## src/rtl/core_pkg.sv

```systemverilog
// Shared constants and types for the front-end pipeline stages.
// Operation codes are opaque to issue; the enum lists the classes execute decodes.
package core_pkg;

  localparam int XLEN     = 32;
  localparam int OP_W     = 6;
  localparam int CSR_AW   = 12;
  localparam int REG_AW   = 5;
  localparam int NUM_REGS = 1 << REG_AW;

  typedef logic [REG_AW-1:0] reg_idx_t;

  typedef enum logic [OP_W-1:0] {
    OP_NOP    = 6'd0,
    OP_ALU    = 6'd1,
    OP_ALUI   = 6'd2,
    OP_LOAD   = 6'd3,
    OP_STORE  = 6'd4,
    OP_BRANCH = 6'd5,
    OP_JUMP   = 6'd6,
    OP_CSR    = 6'd7
  } op_e;

endpackage

```

## src/rtl/issue_stage_scoreboard.sv

```systemverilog
// In-flight destination tracking: one pending bit per architectural register
// plus a single outstanding-CSR flag. Sets always win over same-cycle clears.
module issue_stage_scoreboard
  import core_pkg::*;
(
  input  logic     clk,
  input  logic     rst_n,
  input  logic     set_en_i,
  input  reg_idx_t set_rd_i,
  input  logic     wb_en_i,
  input  reg_idx_t wb_rd_i,
  input  logic     kill_en_i,
  input  reg_idx_t kill_rd_i,
  input  logic     csr_set_i,
  input  logic     csr_done_i,
  input  logic     csr_kill_i,
  input  reg_idx_t rs1_i,
  input  reg_idx_t rs2_i,
  input  reg_idx_t rd_i,
  output logic     rs1_busy_o,
  output logic     rs2_busy_o,
  output logic     rd_busy_o,
  output logic     csr_busy_o
);

  logic [NUM_REGS-1:0] pending_q, pending_d;
  logic                csr_busy_q, csr_busy_d;

  // A register retiring this very cycle is already considered free.
  function automatic logic reg_busy(input reg_idx_t r);
    return pending_q[r] && !(wb_en_i && (wb_rd_i == r));
  endfunction

  assign rs1_busy_o = reg_busy(rs1_i);
  assign rs2_busy_o = reg_busy(rs2_i);
  assign rd_busy_o  = reg_busy(rd_i);
  assign csr_busy_o = csr_busy_q;

  always_comb begin
    pending_d = pending_q;
    if (wb_en_i)   pending_d[wb_rd_i]   = 1'b0;
    if (kill_en_i) pending_d[kill_rd_i] = 1'b0;
    if (set_en_i)  pending_d[set_rd_i]  = 1'b1;
    pending_d[0] = 1'b0;
  end

  always_comb begin
    csr_busy_d = csr_busy_q;
    if (csr_done_i || csr_kill_i) csr_busy_d = 1'b0;
    if (csr_set_i)                csr_busy_d = 1'b1;
  end

  always_ff @(posedge clk) begin
    if (!rst_n) begin
      pending_q  <= '0;
      csr_busy_q <= 1'b0;
    end else begin
      pending_q  <= pending_d;
      csr_busy_q <= csr_busy_d;
    end
  end

endmodule

```

## src/rtl/issue_stage.sv

```systemverilog
// Issue stage: hazard check against the scoreboard, operand read with writeback
// bypass, and a single registered slot towards execute.
module issue_stage
  import core_pkg::*;
#(
  parameter int XLEN   = core_pkg::XLEN,
  parameter int OP_W   = core_pkg::OP_W,
  parameter int CSR_AW = core_pkg::CSR_AW
) (
  input  logic              clk,
  input  logic              rst_n,
  input  logic              dec_valid,
  output logic              dec_ready,
  input  logic [OP_W-1:0]   dec_op,
  input  logic [XLEN-1:0]   dec_pc,
  input  logic [4:0]        dec_rd,
  input  logic              dec_rd_en,
  input  logic [4:0]        dec_rs1,
  input  logic [4:0]        dec_rs2,
  input  logic              dec_r1_en,
  input  logic              dec_r2_en,
  input  logic [XLEN-1:0]   dec_imm,
  input  logic              dec_csrr_en,
  input  logic [CSR_AW-1:0] dec_csrr_addr,
  output logic [4:0]        rf_raddr1,
  output logic [4:0]        rf_raddr2,
  input  logic [XLEN-1:0]   rf_rdata1,
  input  logic [XLEN-1:0]   rf_rdata2,
  output logic              ex_valid,
  input  logic              ex_ready,
  output logic [OP_W-1:0]   ex_op,
  output logic [XLEN-1:0]   ex_pc,
  output logic [4:0]        ex_rd,
  output logic              ex_rd_en,
  output logic [XLEN-1:0]   ex_rs1_val,
  output logic [XLEN-1:0]   ex_rs2_val,
  output logic [XLEN-1:0]   ex_imm,
  output logic              ex_csrr_en,
  output logic [CSR_AW-1:0] ex_csrr_addr,
  input  logic              wb_en,
  input  logic [4:0]        wb_rd,
  input  logic [XLEN-1:0]   wb_data,
  input  logic              wb_csr_done,
  input  logic              flush
);

  // Handshake: a transfer happens on a clock edge where valid && ready are both
  // high; valid never waits on ready, and a held ex_* slot stays stable until taken.
  logic              ex_valid_q, ex_valid_d;
  logic [OP_W-1:0]   ex_op_q;
  logic [XLEN-1:0]   ex_pc_q, ex_rs1_q, ex_rs2_q, ex_imm_q;
  logic [4:0]        ex_rd_q;
  logic              ex_rd_en_q, ex_csrr_en_q;
  logic [CSR_AW-1:0] ex_csrr_addr_q;

  logic rs1_busy, rs2_busy, rd_busy, csr_busy;
  logic stall, accept, kill_en, csr_kill;
  logic [XLEN-1:0] op1, op2;

  assign rf_raddr1 = dec_rs1;
  assign rf_raddr2 = dec_rs2;

  assign stall = (dec_r1_en && rs1_busy) || (dec_r2_en && rs2_busy)
              || (dec_rd_en && (dec_rd != 5'd0) && rd_busy)
              || (dec_csrr_en && csr_busy && !wb_csr_done);

  assign dec_ready = rst_n && !stall && !flush && (!ex_valid_q || ex_ready);
  assign accept    = dec_valid && dec_ready;

  // Squashing the held slot must release whatever it reserved.
  assign kill_en  = flush && ex_valid_q && ex_rd_en_q && (ex_rd_q != 5'd0);
  assign csr_kill = flush && ex_valid_q && ex_csrr_en_q;

  function automatic logic [XLEN-1:0] operand(input logic [4:0] rs,
                                              input logic [XLEN-1:0] rf);
    if (rs == 5'd0)                   return '0;
    else if (wb_en && (wb_rd == rs))  return wb_data;
    else                              return rf;
  endfunction

  assign op1 = operand(dec_rs1, rf_rdata1);
  assign op2 = operand(dec_rs2, rf_rdata2);

  issue_stage_scoreboard u_sb (
    .clk        (clk),
    .rst_n      (rst_n),
    .set_en_i   (accept && dec_rd_en && (dec_rd != 5'd0)),
    .set_rd_i   (dec_rd),
    .wb_en_i    (wb_en),
    .wb_rd_i    (wb_rd),
    .kill_en_i  (kill_en),
    .kill_rd_i  (ex_rd_q),
    .csr_set_i  (accept && dec_csrr_en),
    .csr_done_i (wb_csr_done),
    .csr_kill_i (csr_kill),
    .rs1_i      (dec_rs1),
    .rs2_i      (dec_rs2),
    .rd_i       (dec_rd),
    .rs1_busy_o (rs1_busy),
    .rs2_busy_o (rs2_busy),
    .rd_busy_o  (rd_busy),
    .csr_busy_o (csr_busy)
  );

  always_comb begin
    ex_valid_d = ex_valid_q;
    if (flush)         ex_valid_d = 1'b0;
    else if (accept)   ex_valid_d = 1'b1;
    else if (ex_ready) ex_valid_d = 1'b0;
  end

  always_ff @(posedge clk) begin
    if (!rst_n) begin
      ex_valid_q     <= 1'b0;
      ex_op_q        <= '0;
      ex_pc_q        <= '0;
      ex_rd_q        <= '0;
      ex_rd_en_q     <= 1'b0;
      ex_rs1_q       <= '0;
      ex_rs2_q       <= '0;
      ex_imm_q       <= '0;
      ex_csrr_en_q   <= 1'b0;
      ex_csrr_addr_q <= '0;
    end else begin
      ex_valid_q <= ex_valid_d;
      if (accept) begin
        ex_op_q        <= dec_op;
        ex_pc_q        <= dec_pc;
        ex_rd_q        <= dec_rd;
        ex_rd_en_q     <= dec_rd_en;
        ex_rs1_q       <= op1;
        ex_rs2_q       <= op2;
        ex_imm_q       <= dec_imm;
        ex_csrr_en_q   <= dec_csrr_en;
        ex_csrr_addr_q <= dec_csrr_addr;
      end
    end
  end

  assign ex_valid     = ex_valid_q;
  assign ex_op        = ex_op_q;
  assign ex_pc        = ex_pc_q;
  assign ex_rd        = ex_rd_q;
  assign ex_rd_en     = ex_rd_en_q;
  assign ex_rs1_val   = ex_rs1_q;
  assign ex_rs2_val   = ex_rs2_q;
  assign ex_imm       = ex_imm_q;
  assign ex_csrr_en   = ex_csrr_en_q;
  assign ex_csrr_addr = ex_csrr_addr_q;

endmodule

```

## config.mk

```make
export PLATFORM = sky130hd
export DESIGN_NAME = issue_stage
export DESIGN_NICKNAME = d
export VERILOG_FILES = /design/src/rtl/core_pkg.sv /design/src/rtl/issue_stage_scoreboard.sv /design/src/rtl/issue_stage.sv
export SDC_FILE = /design/constraint.sdc
export NUM_CORES = 1
export LEC_CHECK = 0
export ABC_AREA = 1
export ABC_CLOCK_PERIOD_IN_PS = 2300
export CAP_MARGIN = 10
export CORE_MARGIN = 1
export CORE_UTILIZATION = 45
export CTS_CLUSTER_DIAMETER = 40
export DETAILED_ROUTE_END_ITERATION = 16
export GPL_TIMING_DRIVEN = 0
export PLACE_DENSITY = 0.82
export SLEW_MARGIN = 20
export SYNTH_ARGS = -nofsm -noshare
export SYNTH_HDL_FRONTEND = slang
export SYNTH_SLANG_ARGS = --single-unit
```

## constraint.sdc

```tcl
create_clock -name clk -period 2.3 [get_ports clk]
set_input_delay 0.345 -clock clk [delete_from_list [all_inputs] [get_ports clk]]
set_output_delay 0.345 -clock clk [all_outputs]
set_load 0.01 [all_outputs]
```

==> results of run 1 <==
==> worst max-delay path, cell delays in order <==
cell,delay (ns)
dlygate4sd2_1,0.35
inv_2,0.14
nand2_1,0.10
a21oi_4,0.23
nand3_4,0.14
nand2_1,0.11
inv_2,0.04
nand3_2,0.11
and3_4,0.21
buf_6,0.11
==> through the flow <==
stage	setup TNS, ns	utilization [%]	std cells	power, mW	setup WS [ns]
2_1_floorplan	0	-	1428	4.19	0.299
3_3_place_gp	-156.63	65.0	2070	5.08	-1.23
3_5_place_dp	-153.38	65.0	2070	5.11	-1.21
4_1_cts	0	69.3	2115	8.04	0.0234
5_1_grt	0	69.8	2118	8.35	0.00332
6_report	0	69.8	2120	8.08	0.0605
==> power groups by stage <==
stage / Sequential, mW / Clock [mW] / Combinational (mW)
after floorplan: 3.56 / 0 / 0.626
after global placement: 3.50 / 0 / 1.58
after detailed placement: 3.50 / 0 / 1.60
after CTS: 3.43 / 2.94 / 1.67
after global routing: 3.44 / 3.08 / 1.83
final: 3.43 / 2.94 / 1.71
==> placed cells by master, fill, tap and decap left out, types with 49 or more instances in the layout <==
cell type	instances
o21ai_0	108
nand2_1	220
clkdlybuf4s50_1	351
o21ai_1	50
dfxtp_1	165
clkbuf_1	49
nand4_1	72
inv_1	199
a21oi_1	257
nand3_1	84
==> metal layers <==
metal	track usage, %	wire, microns	vias up	part of all wire [%]
met5	0	0	-	0
met4	19.8	2420	0	5.8
met3	7.48	4020	153	9.7
met2	59.9	19000	744	46
met1	45.8	16100	5524	39
li1	-	-	5614	-
==> final timing paths <==
check                                         from            endpoint  slack [ns]  depth (start not counted)
worst max-delay path                    dec_rs1[3]           dec_ready        0.06                         10
worst min-delay path                     dec_rd[1]  u_sb.pending_q[16]        0.34                          4
worst max register to register  u_sb.pending_q[20]      ex_rs1_val[20]        0.15                         15
worst min register to register      ex_rs1_val[23]      ex_rs1_val[23]        0.45                          2
==> state kept, by name, summed over array words and instances, names as in the netlist <==
signal and cells:
ex_rs1_val 32, ex_imm 32, ex_pc 32, ex_rd_en 1, ex_csrr_addr 12, ex_rs2_val 32, u_sb.pending_q 31, u_sb.csr_busy_o 1
ex_valid 1, ex_csrr_en 1, ex_rd 5, ex_op 6
==> layout make-up <==
class / instances / share of cell area, %
clock buffer: 17 / 2.89
sequential: 186 / 25.5
inverter: 215 / 5.57
buffer: 111 / 4.47
tap: 275 / 2.34
clock inverter: 14 / 1.06
multi-input combinational: 915 / 32.2
timing repair buffer: 385 / 26.0
antenna: 2 / 0.0340
==> logic make-up (layout without fill, tap and decap cells) <==
| family | Yosys count | in the layout | share of synthesized area [%] |
|---|---|---|---|
| AOI/OAI and AO/OA | 463 | 463 | 25.3 |
| and+or+nand+nor | 451 | 451 | 21.5 |
| buffers and inverters | 327 | 742 | 14.7 |
| DFF | 186 | 186 | 38.4 |
| xor gates and xnor gates | 1 | 1 | 0.0904 |
| other | 0 | 2 | 0 |
==> what timing repair did <==
| action | 4_1_cts | 5_1_grt |
|---|---|---|
| buffers inserted | 14 | 4 |
| gates resized for setup | 104 | 31 |
| endpoints found under the setup margin | 187 | 87 |
| cloned | 0 | 0 |
| hold endpoints to repair | 0 | 0 |
| pin swaps | 9 | 9 |
==> results.ini, run 1 <==
[synthesis]
synth_common_cells = a21oi_1 (257), nand2_1 (226), inv_1 (205), dfxtp_1 (186), o21ai_0 (113)
synth_area_sq_mm = 0.00969
synth_edf_count = 0
ys_ff_latch = 186
synth_top_cell_by_area = dfxtp_1
synthFlopType = dfxtp_1
syn_nets = 1637
yosysTopAreaCellShare_pct = 38.4
synth.distinct_cells = 31
ys_seq_area_share_pct = 38.4
synth_cells = 1428
yosysWarningCount = 0
synthTopCellsByArea = dfxtp_1 (38%), a21oi_1 (13%), nand2_1 (8.8%)
synth.avg_cell_area_sq_um = 6.78
ys_async_sr_fraction_pct = 0
synth.most_common_cell = a21oi_1

[drt]
drtAntennaViolNets = 0
vias_per_cell = 5.68
via_count = 12000
totalWireLength_mm = 41.5
dr.pass1.iters = 8
drcViolationCount = 0
avgRoutedWirePerCell_microns = 19.6
drt-initial-drc-count = 1119

[cells_and_area]
fillers = 1818
syn2layout_area_growth_pct = 51.9
drive_gt1_share_pct = 10.7
design_area_sq_mm = 0.0147
ff_latch_area_sq_mm = 0.00375
multiInputGateArea_sq_mm = 0.00474
nNetsFinal = 2040

[die]
die-area_sq_mm = 0.0221
rows = 53
coreArea_sq_mm = 0.0211
die_w_microns = 149
initial_core_util_pct = 45.9
pin_count = 374
die_h_microns = 149

[timing]
max_freq_ghz = 0.447
finalSetupViolCount = 0
rsz0062_at_grt = false
maxSlewHeadroom_pct = 49.5
layout_min_cycle_time_ns = 2.24
worstMarginPinSlew_ns = 0.751
hold_ws_ns = 0.344
fin_crit_sh_pct = 97.4
hold_viol = 0
slew_viol_final = 0
skew_ns = 0.0134

[clock_network]
clk_pin_slew_ns = 0.08
cts_hold_buffers = 0
cts_tree = done
clock_latency_ns = 0.44
htreeDepth = 4
cts.sinks = 186
cts_buffers = 17
clockBufferDepth = 2
cts_root_buf = clkbuf_16

[placed_design]
gp_congestion = 1.00
io_buffers = 367
dpl-instance-area_sq_mm = 0.0137
hpwl_mm = 31.8

[outcome]
status = complete, no violations

[critical_path]
critical_path_arrival_ns = 1.89
required_ns = 1.96
crit_fanout = 6
cp-start-kind = input pin
criticalPathCategory = in2out
critical_path.endpoint_type = output pin

[global_routing]
grt_start_max_net_pins = 20
first_global_vias = 11200
grt_pass1_wl_mm = 62.2
grt_antenna_before_repair = 0
grtUsageTotal_pct = 36.9
overflow = 0

[pwr]
ir_worst_vdd_mv = 0.519
power.internal_mw = 5.63
switching_power_mw = 2.45
p_leak_nw = 5.52
switching_share_pct = 30.3
p_clk_share_pct = 36.3
p_per_area_mw_per_mm2 = 549
combPwrFrac_pct = 21.2
pwr-share-seq_pct = 42.5

[flow_run]
drv_cap = 0

[hold_path]
hold_path_class = in2reg

No activity file was read; power rests on OpenSTA's default activity.
==> run 2: changes to the inputs <==
- CORE_ASPECT_RATIO: not set -> 0.75
==> run 2 against run 1 <==
Register-to-register slack got worse by 0.07 ns. Highest routed layer unchanged. Clock power about the same. Clock-buffer cell count did not move. Critical endpoint unchanged. Largest power group unchanged.
==> results.ini, run 2 (synthesized netlist as in run 1, its figures left out) <==
[outcome]
status = complete, no violations

[placed_design]
dpl-instance-area_sq_mm = 0.0137  ; about the same
gp_congestion = 0.994  ; -0.73%
place_ws_ns = -1.25  ; -0.0375 ns
hpwl_mm = 33.6  ; +5.6%
io_buffers = 367  ; unchanged

[timing]
skew_ns = 0.0110  ; -0.00236 ns
finalSetupViolCount = 0  ; unchanged
hold_ws_ns = 0.359  ; +0.0148 ns
rsz0062_at_grt = true
hold_viol = 0  ; unchanged
tns_ns = 0  ; unchanged
worstMarginPinSlew_ns = 0.785  ; +0.0347 ns
slew_viol_final = 0  ; unchanged
maxSlewHeadroom_pct = 47.7  ; -1.9 points
layout_min_cycle_time_ns = 2.25  ; +0.0108 ns
fin_crit_sh_pct = 97.8  ; +0.47 points
postLayoutSetupSlackWorst_ns = 0.0498  ; -0.0108 ns
max_freq_ghz = 0.444  ; -0.48%

[flow_run]
drv_cap = 0  ; unchanged

[drt]
avgRoutedWirePerCell_microns = 20.7  ; +5.8%
wirelength_met1_mm = 18.3  ; +13%
drtAntennaViolNets = 0  ; unchanged
via_count = 12200  ; +1.3%
dr_wl_met3_mm = 5.23  ; +30%
totalWireLength_mm = 44.1  ; +6.3%
drt-initial-drc-count = 1710  ; +53%
dr.pass1.iters = 6  ; -2
drcViolationCount = 0  ; unchanged
vias_per_cell = 5.72  ; +0.84%
wl_met2_mm = 18.7  ; -1.3%
top_layer = met4

[global_routing]
first_global_vias = 10700  ; -3.8%
grt_pass1_wl_mm = 63.7  ; +2.4%
overflow = 0  ; unchanged
grt_start_max_net_pins = 20  ; unchanged
grtUsageTotal_pct = 38.7  ; +1.9 points
grt_antenna_before_repair = 0  ; unchanged

[pwr]
switching_power_mw = 2.51  ; +2.6%
pwr-share-seq_pct = 42.3  ; -0.2 points
switching_share_pct = 30.9  ; +0.60 points
combPwrFrac_pct = 21.2  ; about the same
p_per_area_mw_per_mm2 = 555  ; +1.2%
power.internal_mw = 5.62  ; -0.24%
ir_worst_vdd_mv = 0.526  ; +1.2%
p_leak_nw = 5.48  ; -0.86%
p_clk_share_pct = 36.5  ; +0.2 points

[cells_and_area]
syn2layout_area_growth_pct = 51.1
post-route-util_pct = 69.3  ; -0.51 points
drive_gt1_share_pct = 10.2  ; -0.53 points
final_cell_mix = clkdlybuf4s50_1 (351), a21oi_1 (256), nand2_1 (222)
design_area_sq_mm = 0.0146  ; -0.57%
layout_commonest_cell = clkdlybuf4s50_1
nNetsFinal = 2036  ; -0.20%

[die]
die_h_microns = 129  ; -13%
coreArea_sq_mm = 0.0211  ; +0.17%
pin_count = 374  ; unchanged
die_w_microns = 171  ; +15%
initial_core_util_pct = 45.9  ; -0.076 points
die-area_sq_mm = 0.0221  ; about the same
rows = 46  ; -13%

[critical_path]
critical_path_arrival_ns = 1.91  ; +0.02 ns
cp-start-kind = input pin
cp_top_family = simple AND/OR/NAND/NOR gates
cpPeakStageDelay_ns = 0.30  ; -0.05 ns
slowest_stage = clkdlybuf4s15_2
critical_path_buf_inv_count = 4  ; unchanged
criticalPathCategory = in2out
required_ns = 1.96  ; about the same
crit_fanout = 7  ; +1
worstPathCellList = clkdlybuf4s15_2 > inv_1 > o22ai_2 > nor2_4 > nand3_4 > nand2_1 > inv_2 > nand3_2 > and3_4 > buf_6
critical_path.endpoint_type = output pin

[clock_network]
cts_tree = done
cts_root_buf = clkbuf_16
clk_pin_slew_ns = 0.08  ; about the same
clockBufferDepth = 2  ; unchanged
cts_buffers = 17  ; unchanged
cts.sinks = 186  ; unchanged
clock_latency_ns = 0.45  ; about the same
htreeDepth = 4  ; unchanged

[hold_path]
hold_path_class = in2reg

==> run 2: tightest hold or removal path, stage by stage <==
cell and delay (ns):
buf_2 0.19, nor2_4 0.09, nand3_1 0.09, a21oi_1 0.05
==> run 2: metal layers <==
metal	track usage, %	vias to the layer above
met1	53.5	5627
met3	10.6	123
li1	-	5605
met4	17.3	0
met2	56.2	833
met5	0	-
==> run 2: final timing paths <==
kind / end / from / slack, ns / cells after the start
setup / recovery: dec_ready / dec_rs2[2] / 0.05 / 10
hold / removal: u_sb.pending_q[20] / dec_rd[1] / 0.36 / 4
setup reg to reg: ex_imm[9] / u_sb.pending_q[5] / 0.08 / 15
hold reg to reg: ex_pc[2] / ex_pc[2] / 0.44 / 2
==> run 2: layout make-up <==
cell class                 count  area, sq um
antenna                        1         2.50
inverter                     215          827
multi-input combinational    915         4740
fill                        1802         6490
clock buffer                  17          425
buffer                       111          646
sequential                   186         3740
timing repair buffer         381         3730
clock inverter                15          155
tap                          288          360
==> run 2: power groups by stage <==
| stage | sequential (mW) | clock, mW | combinational (mW) |
|---|---|---|---|
| finish | 3.44 | 2.97 | 1.73 |
| CTS | 3.44 | 2.96 | 1.67 |
| global route | 3.45 | 3.10 | 1.83 |
| detailed placement | 3.51 | 0 | 1.61 |
| global placement | 3.50 | 0 | 1.59 |
| floorplan | 3.56 | 0 | 0.626 |
==> run 2: through the flow <==
stage	std cells	total power, mW
finish	2129	8.13
global route	2128	8.38
CTS	2123	8.07
floorplan	1428	4.19
detailed placement	2083	5.12
global placement	2083	5.10
==> run 2: timing repair <==
item | 4_1_cts | 5_1_grt
resized for setup | 92 | 47
endpoints found under the setup margin | 187 | 126
hold buffers | 0 | 0
pin swaps | 7 | 15
setup buffers | 8 | 6
hold endpoints to repair | 0 | 0
==> patch 1 (flow settings as in run 2) <==
Change the package constant `CSR_AW` from 12 to 13.
--- a/src/rtl/core_pkg.sv
+++ b/src/rtl/core_pkg.sv
@@ -5,5 +5,5 @@
   localparam int XLEN     = 32;
   localparam int OP_W     = 6;
-  localparam int CSR_AW   = 12;
+  localparam int CSR_AW   = 13;
   localparam int REG_AW   = 5;
   localparam int NUM_REGS = 1 << REG_AW;
Interface: changed (resized dec_csrr_addr and ex_csrr_addr); port bits go from 374 to 376. No check against the original RTL was run, so the function may have changed too.
==> patch 1 against run 2 <==
The flow now finishes with violations (negative setup slack). First-iteration DRC count fell by 25%. Clock power rose by 1%. Total power rose by 1.5%. Sequential cell count rose by 1. Routed wire length rose by 2.5%. Synthesized area rose by 2.1%. Final area rose by 3.6%. Worst setup slack got worse by 0.088 ns. Critical path type unchanged. Largest cell class unchanged. Highest routed layer is now met5.
==> patch 1: results (changes against run 2) <==
route:
  first_pass_iters: 8  # +2
  routed_via_density: 5.71  # -0.19%
  vias: 12200  # +0.38%
  drt_iter0_drc: 1281  # -25%
  avgRoutedWirePerCell_um: 21.1  # +2.0%
worst_setup_path:
  crit_path_max_fanout: 7  # unchanged
  cp_slowest_stage_delay_ns: 0.35  # +0.05 ns
  r2r_slack_ns: 0  # -0.08 ns
  slowest_stage: "clkdlybuf4s18_2"
  critPathArrivalTime_ns: 1.99  # +0.08 ns
  cp_top_family: "simple AND/OR/NAND/NOR gates"
yosys:
  synth_nets: 1643  # +0.37%
  ys_seq_area_share_pct: 37.9  # -0.57 points
  ys_types: 32  # +3.2%
  syn-instance-count: 1433  # +0.35%
  postSynth.asyncResetShare_pct: 0  # unchanged
  yosys-top-cells-count: "243 x nand2_1, 204 x a21oi_1, 188 x inv_1, 187 x dfxtp_1, 128 x o21ai_0"
  synth_area_leaders: "dfxtp_1 38%, a21oi_1 10%, nand2_1 9.2%"
  yosys_warnings: 0  # unchanged
  synth_top_cell_by_area: "dfxtp_1"
outcome:
  violations: "negative setup slack"
  outcome: "finished with violations"
place:
  dpl.cell_count: 2088  # +0.24%
  port_buffers: 367  # unchanged
  dp_hpwl_um: 33800  # +0.51%
  place.gp.congestion: 1.01  # +1.3%
pwr:
  leakage_nw: 5.57  # +1.7%
  p_sw_share_pct: 31.3  # +0.40 points
  vdd_drop_max_mv: 0.503  # -4.4%
clock_tree:
  cts_buffer_depth: 2  # unchanged
  htreeDepth: 4  # unchanged
  cts-root-buf: "clkbuf_16"
  clk_pin_slew_ns: 0.07
  clock_latency_ns: 0.45  # about the same
  numCtsBuffers: 17  # unchanged
global_route:
  grt_pass1_vias: 11200  # +4.6%
  grt_max_degree: 21  # +5.0%
  antenna_found_initial: 1  # +1
  grt_usage_pct: 37.8  # -0.98 points
  grt_pass1_wl_um: 64700  # +1.7%
final_layout:
  drive_gt1_share_pct: 15.4  # +5.2 points
  antenna_cells: 0  # -1
  nNetsFinal: 2051  # +0.74%
timing:
  worst_slew_pin_slew_ns: 0.949  # +0.163 ns
  final.setup_skew_ns: 0.0155  # +0.00453 ns
  setup_violations: 23  # +23
  finalHoldViolations: 0  # unchanged
  setup_ws_ns: -0.0379  # -0.0876 ns
worst_hold_path:
  min_path_type: "in2reg"
==> patch 1: changes by cell type after synthesis, moves of 17 or more <==
cell,before,now
a21oi_1,257,204
a21oi_2,4,56
o21ai_1,47,18
inv_1,205,188
nand2_1,226,243
==> patch 1: worst paths after layout <==
kind                         to  depth (start not counted)                from
hold / removal    ex_rs2_val[3]                          3           dec_valid
setup reg to reg      ex_pc[25]                         15  u_sb.pending_q[31]
hold reg to reg      ex_imm[30]                          2          ex_imm[30]
setup / recovery      dec_ready                         10           dec_rd[3]
==> patch 1: power by group through the flow <==
stage               Combinational (mW)  Clock (mW)  Sequential, mW
global route                      1.90        3.16            3.46
detailed placement                1.63           0            3.52
finish                            1.80        3.01            3.44
global placement                  1.61           0            3.52
CTS                               1.70        2.99            3.44
floorplan                        0.655           0            3.57
==> patch 1: final cells by class <==
cell class              instances  area, um2
inverters                     199        753
clock buffers                  17        425
clock inverters                14        173
well taps                     288        360
flip-flops and latches        187       3790
fillers                      1747       6190
multi-input cells             931       5100
plain buffers                 114        697
repair buffers                391       3870
==> patch 1: per-layer routing <==
metal | vias to the layer above | GRT usage (%) | wire length, um
met4 | 2 | 14.1 | 1520
met1 | 5669 | 48.4 | 18400
met5 | - | 0 | 11
met2 | 777 | 59.8 | 20300
met3 | 137 | 12.1 | 5060
li1 | 5649 | - | -
==> patch 1: worst min-delay path: stages <==
cell,delay (ns)
buf_2,0.19
nand3_1,0.11
a21oi_1,0.05
==> patch 1: timing repair <==
action | 4_1_cts | 5_1_grt
endpoints found under the setup margin | 188 | 185
pin swaps | 9 | 9
resized for setup | 106 | 207
gates cloned | 0 | 1
setup buffers | 20 | 3
==> patch 1: through the flow <==
step	setup TNS (ns)	cell area, um2	worst slack, ns	total power [mW]	hold WS, ns
finish	-0.297	15200	-0.0379	8.25	0.310
detailed placement	-192.23	13900	-1.49	5.15	0.437
global route	-5.93	15200	-0.120	8.52	0.319
global placement	-190.63	13900	-1.49	5.13	0.431
CTS	-0.116	14900	-0.116	8.13	0.299
floorplan	0	9890	0.242	4.23	0.462
==> patch 1: kinds of logic after synthesis <==
kind of cell	share of synthesized area, %
XOR/XNOR	0.0886
AO/OA/AOI/OAI	26.3
flip-flops	37.9
buffers and inverters	13.8
AND/OR/NAND/NOR	22.0
==> patch 2 (flow settings as in run 2) <==
Without the edit above. `pending_q` no longer has a reset.
--- a/src/rtl/issue_stage_scoreboard.sv
+++ b/src/rtl/issue_stage_scoreboard.sv
@@ -53,12 +53,14 @@
   always_ff @(posedge clk) begin
     if (!rst_n) begin
-      pending_q  <= '0;
       csr_busy_q <= 1'b0;
     end else begin
-      pending_q  <= pending_d;
       csr_busy_q <= csr_busy_d;
     end
   end
 
+  always_ff @(posedge clk) begin
+    pending_q <= pending_d;
+  end
+
 endmodule
 
Function: differs if rst_n is asserted again (counterexample within 4 cycles, from zero or initial values and one cycle with rst_n low); with rst_n held inactive, the same outputs for 4 cycles.
==> patch 2 against run 2 <==
Synthesized area increased by 0.49%. Final area grew 2.5%. Critical endpoint unchanged. Highest routed layer unchanged. Clock skew rose by 0.0073 ns. Sequential cell count did not move. Worst setup slack worse by 0.23 ns. Routed wire length shrank 0.17%. Largest power group unchanged. Die area up 0.48%. Worst hold slack better by 0.023 ns. Fmax shrank 9.1%. The run now ends with negative setup slack left. Clock power grew 4%. Total power is 2.7% higher.
==> patch 2: results (changes against run 2) <==
pwr:
  power_clock_mw: 3.10  # +4%
  leakage_nw: 5.61  # +2.4%
  vdd_drop_max_mv: 0.481  # -8.6%
  total_power_mw: 8.35  # +2.7%
  p_switching_mw: 2.68  # +6.8%
route:
  met3WireLength_um: 5030  # -3.9%
  routed_via_density: 5.79  # +1.2%
  drt_iter0_drc: 1379  # -19%
  wl_met1_um: 17200  # -6.1%
  first_pass_iters: 8  # +2
  routed-wl-met2_um: 19800  # +5.7%
  totalWireLength_um: 44000  # -0.17%
timing:
  worst_slew_pin_slew_ns: 0.805  # +0.0198 ns
  timing.setup.tns_ns: -1.88  # -1.88 ns
  setup_ws_ns: -0.176  # -0.226 ns
  setup_violations: 62  # +62
  final.setup_skew_ns: 0.0183  # +0.00732 ns
  hold_ws_ns: 0.382  # +0.0229 ns
yosys:
  ys_seq_area_share_pct: 38.2  # -0.19 points
  synth_nets: 1685  # +2.9%
  postSynth.asyncResetShare_pct: 0  # unchanged
  synthMuxAreaShare_pct: 0  # unchanged
  ys_types: 29  # -6.5%
  synthXorXnorAreaFrac_pct: 0.180  # +0.090 points
  synth_compound_area_share_pct: 16.3  # -9.0 points
  yosys-top-cells-count: "403 x nand2_1, 238 x nand3_1, 233 x a21oi_1, 186 x dfxtp_1, 73 x clkbuf_1"
  synth_area_leaders: "dfxtp_1 38%, nand2_1 16%, nand3_1 12%"
  syn-instance-count: 1476  # +3.4%
final_layout:
  nNetsFinal: 2098  # +3.0%
  drive_gt1_share_pct: 10.9  # +0.67 points
  fin_cells: 2191  # +2.9%
global_route:
  grt_pass1_vias: 11200  # +4.8%
  grt_usage_pct: 37.3  # -1.5 points
  antenna_found_initial: 1  # +1
  grt_max_degree: 22  # +10%
  grt_pass1_wl_um: 63100  # -0.93%
  groute.layer.met2.usage_pct: 58.9  # +2.7 points
  grtUsageMet1_pct: 47.7  # -5.8 points
  grtUsageMet3_pct: 8.80  # -1.8 points
place:
  dp_slack_ns: -1.64  # -0.397 ns
  dp_hpwl_um: 31800  # -5.5%
  place.gp.congestion: 0.981  # -1.3%
  place_area_mm2: 0.0138  # +0.32%
  port_buffers: 366  # -0.27%
worst_setup_path:
  cp_slowest_stage_delay_ns: 0.26  # -0.04 ns
  cp_top_family: "buffers and inverters"
  critPathArrivalTime_ns: 2.13  # +0.22 ns
  crit_path_max_fanout: 6  # -1
  r2r_slack_ns: -0.09  # -0.17 ns
clock_tree:
  post_cts_resized: 81  # -12%
  htreeDepth: 4  # unchanged
  cts_buffer_depth: 2  # unchanged
  post_cts_buffers: 15  # +7
  cts_hold_buffers: 0  # unchanged
outcome:
  outcome: "finished with violations"
  violations: "negative setup slack"
[patch 2: cell count changes in the layout (fill, tap and decap cells not counted), moves of 7 or more]
cell / delta
nand2_1: +178
nand3_1: +151
inv_1: -138
o21ai_0: -97
o21ai_1: -44
a21oi_1: -42
nor2_1: +21
clkbuf_1: +15
a21oi_2: +14
clkbuf_2: +8
nor3_1: +8
buf_6: -7
nor3_4: -7
[patch 2: area by class of cell]
cell class	count	area, um2
clock inverters	15	188
inverters	78	297
flip-flops and latches	186	3770
fillers	1783	6170
clock buffers	17	425
plain buffers	127	718
well taps	288	360
repair buffers	394	3960
multi-input cells	1085	5300
diodes	1	2.50
[patch 2: final timing paths]
check | cells after the start | from | endpoint
setup / recovery | 12 | wb_rd[0] | dec_ready
hold / removal | 4 | dec_rd[1] | u_sb.pending_q[1]
setup reg to reg | 17 | u_sb.pending_q[13] | ex_pc[22]
hold reg to reg | 2 | ex_rs2_val[8] | ex_rs2_val[8]
